**config.mk**
```make
export PLATFORM = sky130hd
export DESIGN_NAME = stopwatch_ctrl_flat
export DESIGN_NICKNAME = d
export VERILOG_FILES = /design/src/rtl/stopwatch_if.sv /design/src/rtl/stopwatch_ctrl.sv /design/src/flat_wrapper.sv
export SDC_FILE = /design/constraint.sdc
export NUM_CORES = 1
export LEC_CHECK = 0
export CORE_MARGIN = 3
export CORE_UTILIZATION = 35
export DETAILED_ROUTE_END_ITERATION = 8
export DONT_BUFFER_PORTS = 1
export SKIP_CTS_REPAIR_TIMING = 1
export SYNTH_ARGS = -nofsm -noshare
export SYNTH_HDL_FRONTEND = slang
export SYNTH_SLANG_ARGS = --single-unit
export TNS_END_PERCENT = 20
```
**constraint.sdc**
```tcl
create_clock -name clk_in -period 3.8 [get_ports clk_in]
set_input_delay 0.57 -clock clk_in [delete_from_list [all_inputs] [get_ports clk_in]]
set_output_delay 0.57 -clock clk_in [all_outputs]
set_load 0.02 [all_outputs]
```
**src/rtl/stopwatch_if.sv**
```systemverilog
// stopwatch_if: button pulses, live time in, counter controls and display out
interface stopwatch_if #(parameter int LAP_DEPTH = 4) ();
  localparam int CW = $clog2(LAP_DEPTH + 1);
  localparam int IW = LAP_DEPTH > 1 ? $clog2(LAP_DEPTH) : 1;
  logic          start_p;
  logic          lap_p;
  logic          clear_p;
  logic [23:0]   live_hms;
  logic [11:0]   live_milli;
  logic          start_stop;
  logic          clr_n;
  logic [23:0]   disp_hms;
  logic [11:0]   disp_milli;
  logic [1:0]    state_o;
  logic [CW-1:0] lap_count;
  logic [IW-1:0] lap_idx;
  logic          lap_ovf;
  modport master (
    output start_p, lap_p, clear_p, live_hms, live_milli,
    input  start_stop, clr_n, disp_hms, disp_milli, state_o, lap_count, lap_idx, lap_ovf
  );
  modport slave (
    input  start_p, lap_p, clear_p, live_hms, live_milli,
    output start_stop, clr_n, disp_hms, disp_milli, state_o, lap_count, lap_idx, lap_ovf
  );
endinterface

```
**src/rtl/stopwatch_ctrl.sv**
```systemverilog
// stopwatch_ctrl: run/pause/clear sequencer with lap buffer and display mux
module stopwatch_ctrl #(
  parameter int LAP_DEPTH   = 4,
  parameter int HOLD_CYCLES = 2000
) (
  input logic        clk_in,
  input logic        resetn,
  stopwatch_if.slave bus
);
  localparam int CW = $clog2(LAP_DEPTH + 1);
  localparam int IW = LAP_DEPTH > 1 ? $clog2(LAP_DEPTH) : 1;
  localparam int HW = $clog2(HOLD_CYCLES + 1);
  typedef enum logic [1:0] {IDLE = 2'd0, RUN = 2'd1, PAUSE = 2'd2, REVIEW = 2'd3} state_t;
  state_t        state, state_nx;
  logic          do_clear, do_start, do_lap, cap, full, last;
  logic [CW-1:0] count_q, count_nx;
  logic [IW-1:0] idx_q, idx_nx;
  logic          ovf_q, ovf_nx;
  logic [HW-1:0] hold_q, hold_nx;
  logic [35:0]   live, held_q, held_nx, disp_q, disp_nx;
  logic          run_q, clr_n_q;
  logic [35:0]   laps [LAP_DEPTH];
  assign live     = {bus.live_hms, bus.live_milli};
  // clear is only honoured outside RUN; a dropped clear does not mask lap
  assign do_clear = bus.clear_p && state != RUN;
  assign do_start = bus.start_p && !do_clear;
  assign do_lap   = bus.lap_p && !bus.start_p && !do_clear;
  assign cap      = do_lap && state == RUN;
  assign full     = count_q == CW'(LAP_DEPTH);
  assign last     = CW'(idx_q) == count_q - CW'(1);
  always_ff @(posedge clk_in) begin
    if (!resetn) state <= IDLE;
    else state <= state_nx;
  end
  always_comb begin
    state_nx = do_clear ? IDLE :
               do_start ? ((state == IDLE || state == PAUSE) ? RUN : PAUSE) :
               (do_lap && state == PAUSE && count_q != '0) ? REVIEW : state;
  end
  // display selects use next-state values so a capture shows the cycle after its edge
  always_comb begin
    count_nx = do_clear ? '0 : (cap && !full) ? count_q + CW'(1) : count_q;
    ovf_nx   = !do_clear && (ovf_q || (cap && full));
    idx_nx   = (do_clear || (do_lap && state == PAUSE)) ? '0 :
               (do_lap && state == REVIEW) ? (last ? '0 : idx_q + IW'(1)) : idx_q;
    hold_nx  = state_nx != RUN ? '0 : cap ? HW'(HOLD_CYCLES) : hold_q != '0 ? hold_q - HW'(1) : hold_q;
    held_nx  = cap ? live : held_q;
    disp_nx  = state_nx == REVIEW ? laps[idx_nx] :
               (state_nx == RUN && hold_nx != '0) ? held_nx : live;
  end
  always_ff @(posedge clk_in) begin
    if (!resetn) begin
      run_q   <= 1'b0;
      clr_n_q <= 1'b0;
      count_q <= '0;
      idx_q   <= '0;
      ovf_q   <= 1'b0;
      hold_q  <= '0;
      disp_q  <= live;
    end else begin
      run_q   <= state_nx == RUN;
      clr_n_q <= !do_clear;
      count_q <= count_nx;
      idx_q   <= idx_nx;
      ovf_q   <= ovf_nx;
      hold_q  <= hold_nx;
      disp_q  <= disp_nx;
    end
  end
  always_ff @(posedge clk_in) begin
    held_q <= held_nx;
    if (cap && !full) laps[IW'(count_q)] <= live;
  end
  assign bus.start_stop = run_q;
  assign bus.clr_n      = clr_n_q;
  assign bus.disp_hms   = disp_q[35:12];
  assign bus.disp_milli = disp_q[11:0];
  assign bus.state_o    = state;
  assign bus.lap_count  = count_q;
  assign bus.lap_idx    = idx_q;
  assign bus.lap_ovf    = ovf_q;
endmodule

```
**src/flat_wrapper.sv**
```systemverilog
// flat-port wrapper written by rule: the top's interface ports become plain ports
module stopwatch_ctrl_flat 
#(
  parameter int LAP_DEPTH   = 4,
  parameter int HOLD_CYCLES = 2000
)
  (clk_in, resetn, bus_start_p, bus_lap_p, bus_clear_p, bus_live_hms, bus_live_milli, bus_start_stop, bus_clr_n, bus_disp_hms, bus_disp_milli, bus_state_o, bus_lap_count, bus_lap_idx, bus_lap_ovf);
  stopwatch_if #(.LAP_DEPTH(LAP_DEPTH)) bus_i ();
  input logic clk_in;
  input logic resetn;
  input wire logic [$bits(bus_i.start_p)-1:0] bus_start_p;
  input wire logic [$bits(bus_i.lap_p)-1:0] bus_lap_p;
  input wire logic [$bits(bus_i.clear_p)-1:0] bus_clear_p;
  input wire logic [$bits(bus_i.live_hms)-1:0] bus_live_hms;
  input wire logic [$bits(bus_i.live_milli)-1:0] bus_live_milli;
  output wire logic [$bits(bus_i.start_stop)-1:0] bus_start_stop;
  output wire logic [$bits(bus_i.clr_n)-1:0] bus_clr_n;
  output wire logic [$bits(bus_i.disp_hms)-1:0] bus_disp_hms;
  output wire logic [$bits(bus_i.disp_milli)-1:0] bus_disp_milli;
  output wire logic [$bits(bus_i.state_o)-1:0] bus_state_o;
  output wire logic [$bits(bus_i.lap_count)-1:0] bus_lap_count;
  output wire logic [$bits(bus_i.lap_idx)-1:0] bus_lap_idx;
  output wire logic [$bits(bus_i.lap_ovf)-1:0] bus_lap_ovf;
  assign bus_i.start_p = bus_start_p;
  assign bus_i.lap_p = bus_lap_p;
  assign bus_i.clear_p = bus_clear_p;
  assign bus_i.live_hms = bus_live_hms;
  assign bus_i.live_milli = bus_live_milli;
  assign bus_start_stop = bus_i.start_stop;
  assign bus_clr_n = bus_i.clr_n;
  assign bus_disp_hms = bus_i.disp_hms;
  assign bus_disp_milli = bus_i.disp_milli;
  assign bus_state_o = bus_i.state_o;
  assign bus_lap_count = bus_i.lap_count;
  assign bus_lap_idx = bus_i.lap_idx;
  assign bus_lap_ovf = bus_i.lap_ovf;
  stopwatch_ctrl #(.LAP_DEPTH(LAP_DEPTH), .HOLD_CYCLES(HOLD_CYCLES)) u_core (.clk_in(clk_in), .resetn(resetn), .bus(bus_i));
endmodule
```
==> results of run 1 <==
==> cell families (layout without fill, tap and decap cells) <==
logic type      count (synthesis)  count (layout)  synth area share (%)
buf+inv                       102             117                  4.69
flops                         237             237                  66.1
simple gates                  220             220                  10.4
xor+xnor                        8               8                 0.749
mux                             1               1                 0.107
compound gates                214             214                  17.1
fa+ha+maj                       6               6                 0.802
==> synth_stat cells (3+ instances only) <==
| library cell | instances | share of area, % |
|---|---|---|
| buf_1 | 8 | 0.32 |
| buf_2 | 9 | 0.48 |
| o221a_1 | 30 | 3.6 |
| nor2b_1 | 4 | 0.27 |
| nor4bb_1 | 3 | 0.32 |
| a31oi_1 | 40 | 2.7 |
| o21ai_0 | 39 | 2.1 |
| edfxtp_1 | 144 | 46 |
| nor2_1 | 24 | 0.96 |
| ha_1 | 6 | 0.80 |
| dfxtp_1 | 93 | 20 |
| buf_8 | 3 | 0.48 |
| o221a_2 | 6 | 0.72 |
| nor3_1 | 7 | 0.37 |
| nor4_1 | 6 | 0.40 |
| xnor2_1 | 5 | 0.47 |
| and2_1 | 6 | 0.40 |
| a211oi_1 | 73 | 5.9 |
| a21oi_1 | 9 | 0.48 |
| nand2_1 | 152 | 6.1 |
| xor2_1 | 3 | 0.28 |
| clkbuf_1 | 35 | 1.4 |
| inv_1 | 45 | 1.8 |
==> report_power, final <==
| part | total [uW] | internal, uW | switching (uW) |
|---|---|---|---|
| Clock | 2530 | 1530 | 995 |
| Sequential | 3370 | 3020 | 346 |
| Combinational | 1020 | 449 | 569 |
==> sequential cells by signal, indices dropped and copies added (netlist names), 2 cells and up <==
name,count
u_core.laps,144
u_core.disp_q,36
u_core.held_q,36
u_core.hold_q,11
u_core.bus.lap_count,3
u_core.bus.lap_idx,2
u_core.bus.state_o,2
==> area by class of cell <==
type,instances,area share [%]
Sequential cell,237,58.1
Multi-Input combinational cell,449,26.3
Clock buffer,34,6.78
Tap cell,335,3.94
Timing Repair Buffer,24,1.93
Inverter,45,1.59
Clock inverter,14,1.33
==> stage by stage <==
stage / instance area (sq um) / cells / worst slack, ps / util [%]
final: 10600 / 1138 / 591 / 40.6
after global routing: 10600 / 1138 / 394 / 40.6
after CTS: 10600 / 1138 / 547 / 40.6
after detailed placement: 9780 / 1090 / 551 / 37.3
after global placement: 9780 / 1090 / 616 / 37.3
after floorplan: 9360 / 788 / 421 / -
==> cell usage in the layout, fill, tap and decap left out, types with 5 or more instances in the layout <==
master,n
a211oi_1,73
a21oi_1,9
a31oi_1,40
buf_4,22
clkbuf_1,5
clkbuf_16,27
clkinv_1,6
dfxtp_1,93
edfxtp_1,144
ha_1,6
inv_1,45
nand2_1,152
nor2_1,20
nor3_1,7
nor4_1,6
o21ai_0,39
o221a_1,30
o221a_2,6
xnor2_1,5
==> worst paths after layout <==
check | startpoint | to | slack [ps] | depth (start not counted)
worst min-delay path | bus_live_milli[11] | u_core.laps[0][11] | 130 | 0
worst max register to register | u_core.bus.state_o[0] | u_core.disp_q[34] | 590 | 8
worst max-delay path | u_core.bus.state_o[0] | u_core.disp_q[34] | 590 | 8
worst min register to register | u_core.held_q[11] | u_core.held_q[11] | 450 | 2
==> layer usage <==
layer / up-vias / wire, um
met5: - / 0
met4: 0 / 325
met3: 31 / 1570
met2: 151 / 10300
met1: 2965 / 9930
li1: 2906 / -
==> summary.md, run 1 <==
| Metric | Value |
|---|---|
| Period utilization | between 80% and 90% |
| Chip Height | approximately 170 um |
| Clk Latency, worst-skew pair | about 530 ps |
| Die Area | 28700 sq um |
| Synth Flop Type | edfxtp_1 |
| Overall power | 6920 uW |
| Synthesized area per cell | approximately 12 sq um |
| Synth Warn # | 0 |
| Max stage delay on crit path | approximately 810 ps |
| Final max-slew violation count | 0 |
| Register area | approximately 6200 sq um |
| Crit path buffers/inverters | 2 |
| First-pass GRT wire length | around 34000 um |
| PortBufs | 0 |
| Layout area overhead | 13.7% |
| Setup tns final | 0 ps |
| Status | completed |
| Hold slack | about 130 ps |
| CTS clock-pin slew for the worst setup and hold paths | about 60 ps |
| Total CTS buffers | 26 |
| Worst-path cell chain | inv_1 > and3_1 > o31ai_4 > a21o_2 > buf_4 > a211oi_1 > a31oi_1 > o221a_1 |
| Worst Hold Class | in2reg |
| DP Wirelength | around 13000 um |
| Vias in the first global route | between 5000 and 6000 |
| Post-Route Skew | ~26 ps |
| Vias | 6053 |
| CP arrival | around 3700 ps |
| Root Buffer | clkbuf_16 |
| Grt met1 use | between 10% and 20% |
| Crit-path leading delay family | compound AO/OA/AOI/OAI gates |
| Final Hold Vio Count | 0 |
| Max-Cap Viols | 0 |
| Maximum vdd drop | approximately 0.00038 V |
| Clock buffer depth | 3 |
| # clock sinks | approximately 240 |
| Final Routed Wirelength | roughly 22000 um |
| # IOs | 87 |
| Post-route DRC violation count | 0 |
| Initial antenna violation count | 0 |
| Met2 Use GR | 25.2% |
| Slew headroom | 31.8% |
| Critical path endpoint category | flip-flop |
| Yosys reg bits | 237 |
| Post-synth EDFFs | 144 |
| Top Usage Layer GRT | met2 |
| Met3 usage | 4.17% |
| Max H-tree Level | 1 |
| Post-synthesis cell count | just under 800 |
| Cell Area, Synth | between 9000 and 10000 sq um |
| Critical-path top delay cell | o31ai_4 |
| PwrDens | 650 nW/um^2 |
| Via/cell ratio | 5.32 |
| Antenna-violating nets left | 0 |
| ANT cells | 0 |
| Row count | 59 |
| Largest net degree at the start of global routing | 39 |
| DR iter-0 viols | roughly 450 |
| Pre-antenna DRT Iters | 5 |
| Peak Freq | between 0.3 and 0.4 GHz |
| Total track usage | approximately 15% |
| Startpoint Class | flip-flop |
| RSZ-0062 raised after global routing | false |
| Worst EP required | ~4300 ps |
| CTS tree | built |
| RD Place Congestion | 0.778 |
| Worst-margin pin slew | 1020 ps |
| Fin nets | 830 |
| Share of cells above drive strength 1 | between 10% and 20% |
| Syn nets | about 840 |
| Async SR Flop Fraction | 0% |
| Grt ovf | 0 |
| Core area | about 26000 sq um |
| Worst-path maximum fanout | 35 |
| DIE WIDTH | between 150 and 200 um |
| Initial cell density of the core | a little over a third |
| Distinct cells, synth | 55 |
| Critical path type | reg2reg |
| Drt wl/cell | just under 20 um |
| Sequential share of the synthesized area | between 60% and 70% |
| Number of endpoints failing setup at the final stage | 0 |
| Fin crit period | between 3000 and 4000 ps |
| Multi-input gate area | 2800 sq um |
| P_leak | 0.00370 uW |
| Fillers | approximately 2400 |
No activity file was read; power rests on OpenSTA's default activity.
==> inputs of run 2 (changes only) <==
clock period = 2.6 ns   (was 3.8 ns; I/O delays follow)
==> run 2 against run 1 <==
Register-to-register slack lost 620 ps. Largest power group unchanged. Combinational power grew 89%. Final cell count grew 6.6%. First-iteration DRC count grew 4.9%. Power grew 51%. Maximum frequency grew 22%. Sequential cell count is the same. Via count grew 5.3%. The flow now finishes with violations (hold timing, setup timing). Die area is the same. Utilization grew 3.2 points. Clock power grew 43%.
==> summary.md, run 2 (same netlist as run 1, synthesis figures left out) <==
| Metric | Value |
|---|---|
| Status | finished with violations (was completed) |
| Violations in the final reports | hold timing, setup timing |
| Worst-path maximum fanout | 8 (was 35) |
| Number of endpoints failing setup at the final stage | 18 (was 0) |
| Root Buffer | clkbuf_16 (unchanged) |
| First-pass GRT wire length | 36200 um (was 34300 um) |
| Vias | 6371 (was 6053) |
| Row count | 59 (unchanged) |
| Initial cell density of the core | 35.7% (unchanged) |
| Slew headroom | 55.0% (was 31.8%) |
| Top reg by flops | u_core.laps (unchanged) |
| Drt wl/cell | 19.4 um (was 19.5 um) |
| CP arrival | 3040 ps (was 3660 ps) |
| Maximum vdd drop | 0.000534 V (was 0.000378 V) |
| Placement Cell Area | 10200 sq um (was 9780 sq um) |
| Worst-path cell chain | inv_2 > ha_4 > or4b_4 > o41ai_4 > o2111ai_2 > a211oi_2 > nand4_1 > a21bo_1 > buf_4 > o221a_2 (was inv_1 > and3_1 > o31ai_4 > a21o_2 > buf_4 > a211oi_1 > a31oi_1 > o221a_1) |
| DR iter-0 viols | 474 (was 452) |
| Overall power | 10500 uW (was 6920 uW) |
| Crit-path leading delay family | compound AO/OA/AOI/OAI gates (unchanged) |
| Grt ovf | 0 (unchanged) |
| RSZ-0062 raised after global routing | true (was false) |
| Antenna-violating nets left | 0 (unchanged) |
| Critical-path top delay cell | or4b_4 (was o31ai_4) |
| Worst-margin pin slew | 674 ps (was 1020 ps) |
| Total CTS buffers | 25 (was 26) |
| Crit path buffers/inverters | 2 (unchanged) |
| Critical path type | reg2reg (unchanged) |
| Clock buffer depth | 3 (unchanged) |
| Via/cell ratio | 5.25 (was 5.32) |
| Worst Hold End | u_core.laps[1][35] (was u_core.laps[0][11]) |
| Layout area overhead | 22.6% (was 13.7%) |
| Worst EP required | 3010 ps (was 4250 ps) |
| Post-route DRC violation count | 0 (unchanged) |
| Most frequent cells in the layout | nand2_1, edfxtp_1, dfxtp_1, a211oi_1, buf_4 (was nand2_1, edfxtp_1, dfxtp_1, a211oi_1, inv_1) |
| Die Area | 28700 sq um (unchanged) |
| Chip Height | 170 um (unchanged) |
| P_leak | 0.00409 uW (was 0.00370 uW) |
| Pre-antenna DRT Iters | 4 (was 5) |
| Peak Freq | 0.380 GHz (was 0.312 GHz) |
| Largest net degree at the start of global routing | 37 (was 39) |
| Worst Slack Setup Final | -33.7 ps (was 591 ps) |
| Hold path start | bus_live_hms[23] (was bus_live_milli[11]) |
| Startpoint Class | flip-flop (unchanged) |
| Vias in the first global route | 6377 (was 5908) |
| Max-Cap Viols | 0 (unchanged) |
| Max H-tree Level | 1 (unchanged) |
| # IOs | 87 (unchanged) |
| CTS clock-pin slew for the worst setup and hold paths | 60 ps (about the same) |
| Post-route core utilization | 43.8% (was 40.6%) |
| Post-Route Skew | 13.6 ps (was 26.3 ps) |
| Critical path endpoint category | flip-flop (unchanged) |
| Clk Latency, worst-skew pair | 520 ps (was 530 ps) |
| DIE WIDTH | 170 um (unchanged) |
| Core area | 26200 sq um (unchanged) |
| R2R depth | 10 (was 8) |
| DP Wirelength | 14100 um (was 13500 um) |
| Share of cells above drive strength 1 | 16.5% (was 11.2%) |
| Hold path depth | 0 (unchanged) |
| PortBufs | 0 (unchanged) |
| Fin nets | 907 (was 830) |
| Period utilization | 101% (was 84.5%) |
| Post-layout instance area | 11500 sq um (was 10600 sq um) |
| ANT cells | 0 (unchanged) |
| Final max-slew violation count | 0 (unchanged) |
| Total track usage | 15.9% (was 15.1%) |
| Max stage delay on crit path | 520 ps (was 810 ps) |
| Final Routed Wirelength | 23500 um (was 22200 um) |
| R2r setup slk | -30 ps (was 590 ps) |
| Hold slack | -31.3 ps (was 134 ps) |
| CTS tree | built (unchanged) |
| Commonest non-fill, non-tap cell in the layout | nand2_1 (unchanged) |
| Worst r2r src | u_core.hold_q[0] (was u_core.bus.state_o[0]) |
| PwrDens | 912 nW/um^2 (was 650 nW/um^2) |
| Worst Hold Class | in2reg (unchanged) |
| Final Hold Vio Count | 8 (was 0) |
| R2r endpoint | u_core.disp_q[35] (was u_core.disp_q[34]) |
| Largest register FFs | 144 (unchanged) |
| Top flop regs | u_core.laps: 144 flops, u_core.disp_q: 36 flops, u_core.held_q: 36 flops (unchanged) |
| # clock sinks | 237 (unchanged) |
| Initial antenna violation count | 0 (unchanged) |
| Fin crit period | 2630 ps (was 3210 ps) |
| RD Place Congestion | 0.828 (was 0.778) |
==> run 2: worst max-delay path by stage <==
stage,startpoint,cells past startpoint,to,slack [ps]
6_report,u_core.hold_q[0],10,u_core.disp_q[35],-30
5_1_grt,u_core.hold_q[0],10,u_core.disp_q[35],-120
4_1_cts,u_core.hold_q[0],10,u_core.disp_q[35],-200
3_5_place_dp,u_core.hold_q[0],10,u_core.disp_q[4],-170
3_3_place_gp,u_core.hold_q[0],10,u_core.disp_q[4],-100
2_1_floorplan,bus_start_p,5,u_core.laps[1][0],-50
==> run 2: cell type report <==
type | count | area [sq um]
tap | 335 | 419
clock buffer | 33 | 706
inverter | 45 | 169
multi-input combinational | 449 | 2860
sequential | 237 | 6190
timing repair buffer | 102 | 997
fill | 2406 | 14700
clock inverter | 12 | 140
==> run 2: routing by layer <==
| layer | global-route usage (%) | routed length (um) | vias up |
|---|---|---|---|
| met1 | 20.7 | 10300 | 3137 |
| met3 | 3.35 | 1190 | 30 |
| met4 | 4.34 | 387 | 0 |
| met2 | 26.9 | 11600 | 136 |
| li1 | - | - | 3068 |
| met5 | 0 | 0 | - |
==> run 2: metrics by stage <==
stage          worst slack (ps)  setup TNS, ps  hold WS (ps)  cells
6_report                  -33.7           -205         -31.3   1213
5_1_grt                    -123          -3260         -54.7   1213
4_1_cts                    -199          -5860         -65.7   1175
3_5_place_dp               -168          -5240           433   1130
3_3_place_gp               -101          -2820           428   1130
2_1_floorplan             -47.0          -4460           419    788
==> run 2: report_power, final <==
| part | leakage, uW | internal [uW] | switching [uW] | total [uW] |
|---|---|---|---|---|
| sequential | 0.00207 | 4420 | 490 | 4910 |
| combinational | 0.00161 | 958 | 975 | 1930 |
| clock | 0.000411 | 2200 | 1420 | 3620 |
| total | 0.00409 | 7580 | 2890 | 10500 |
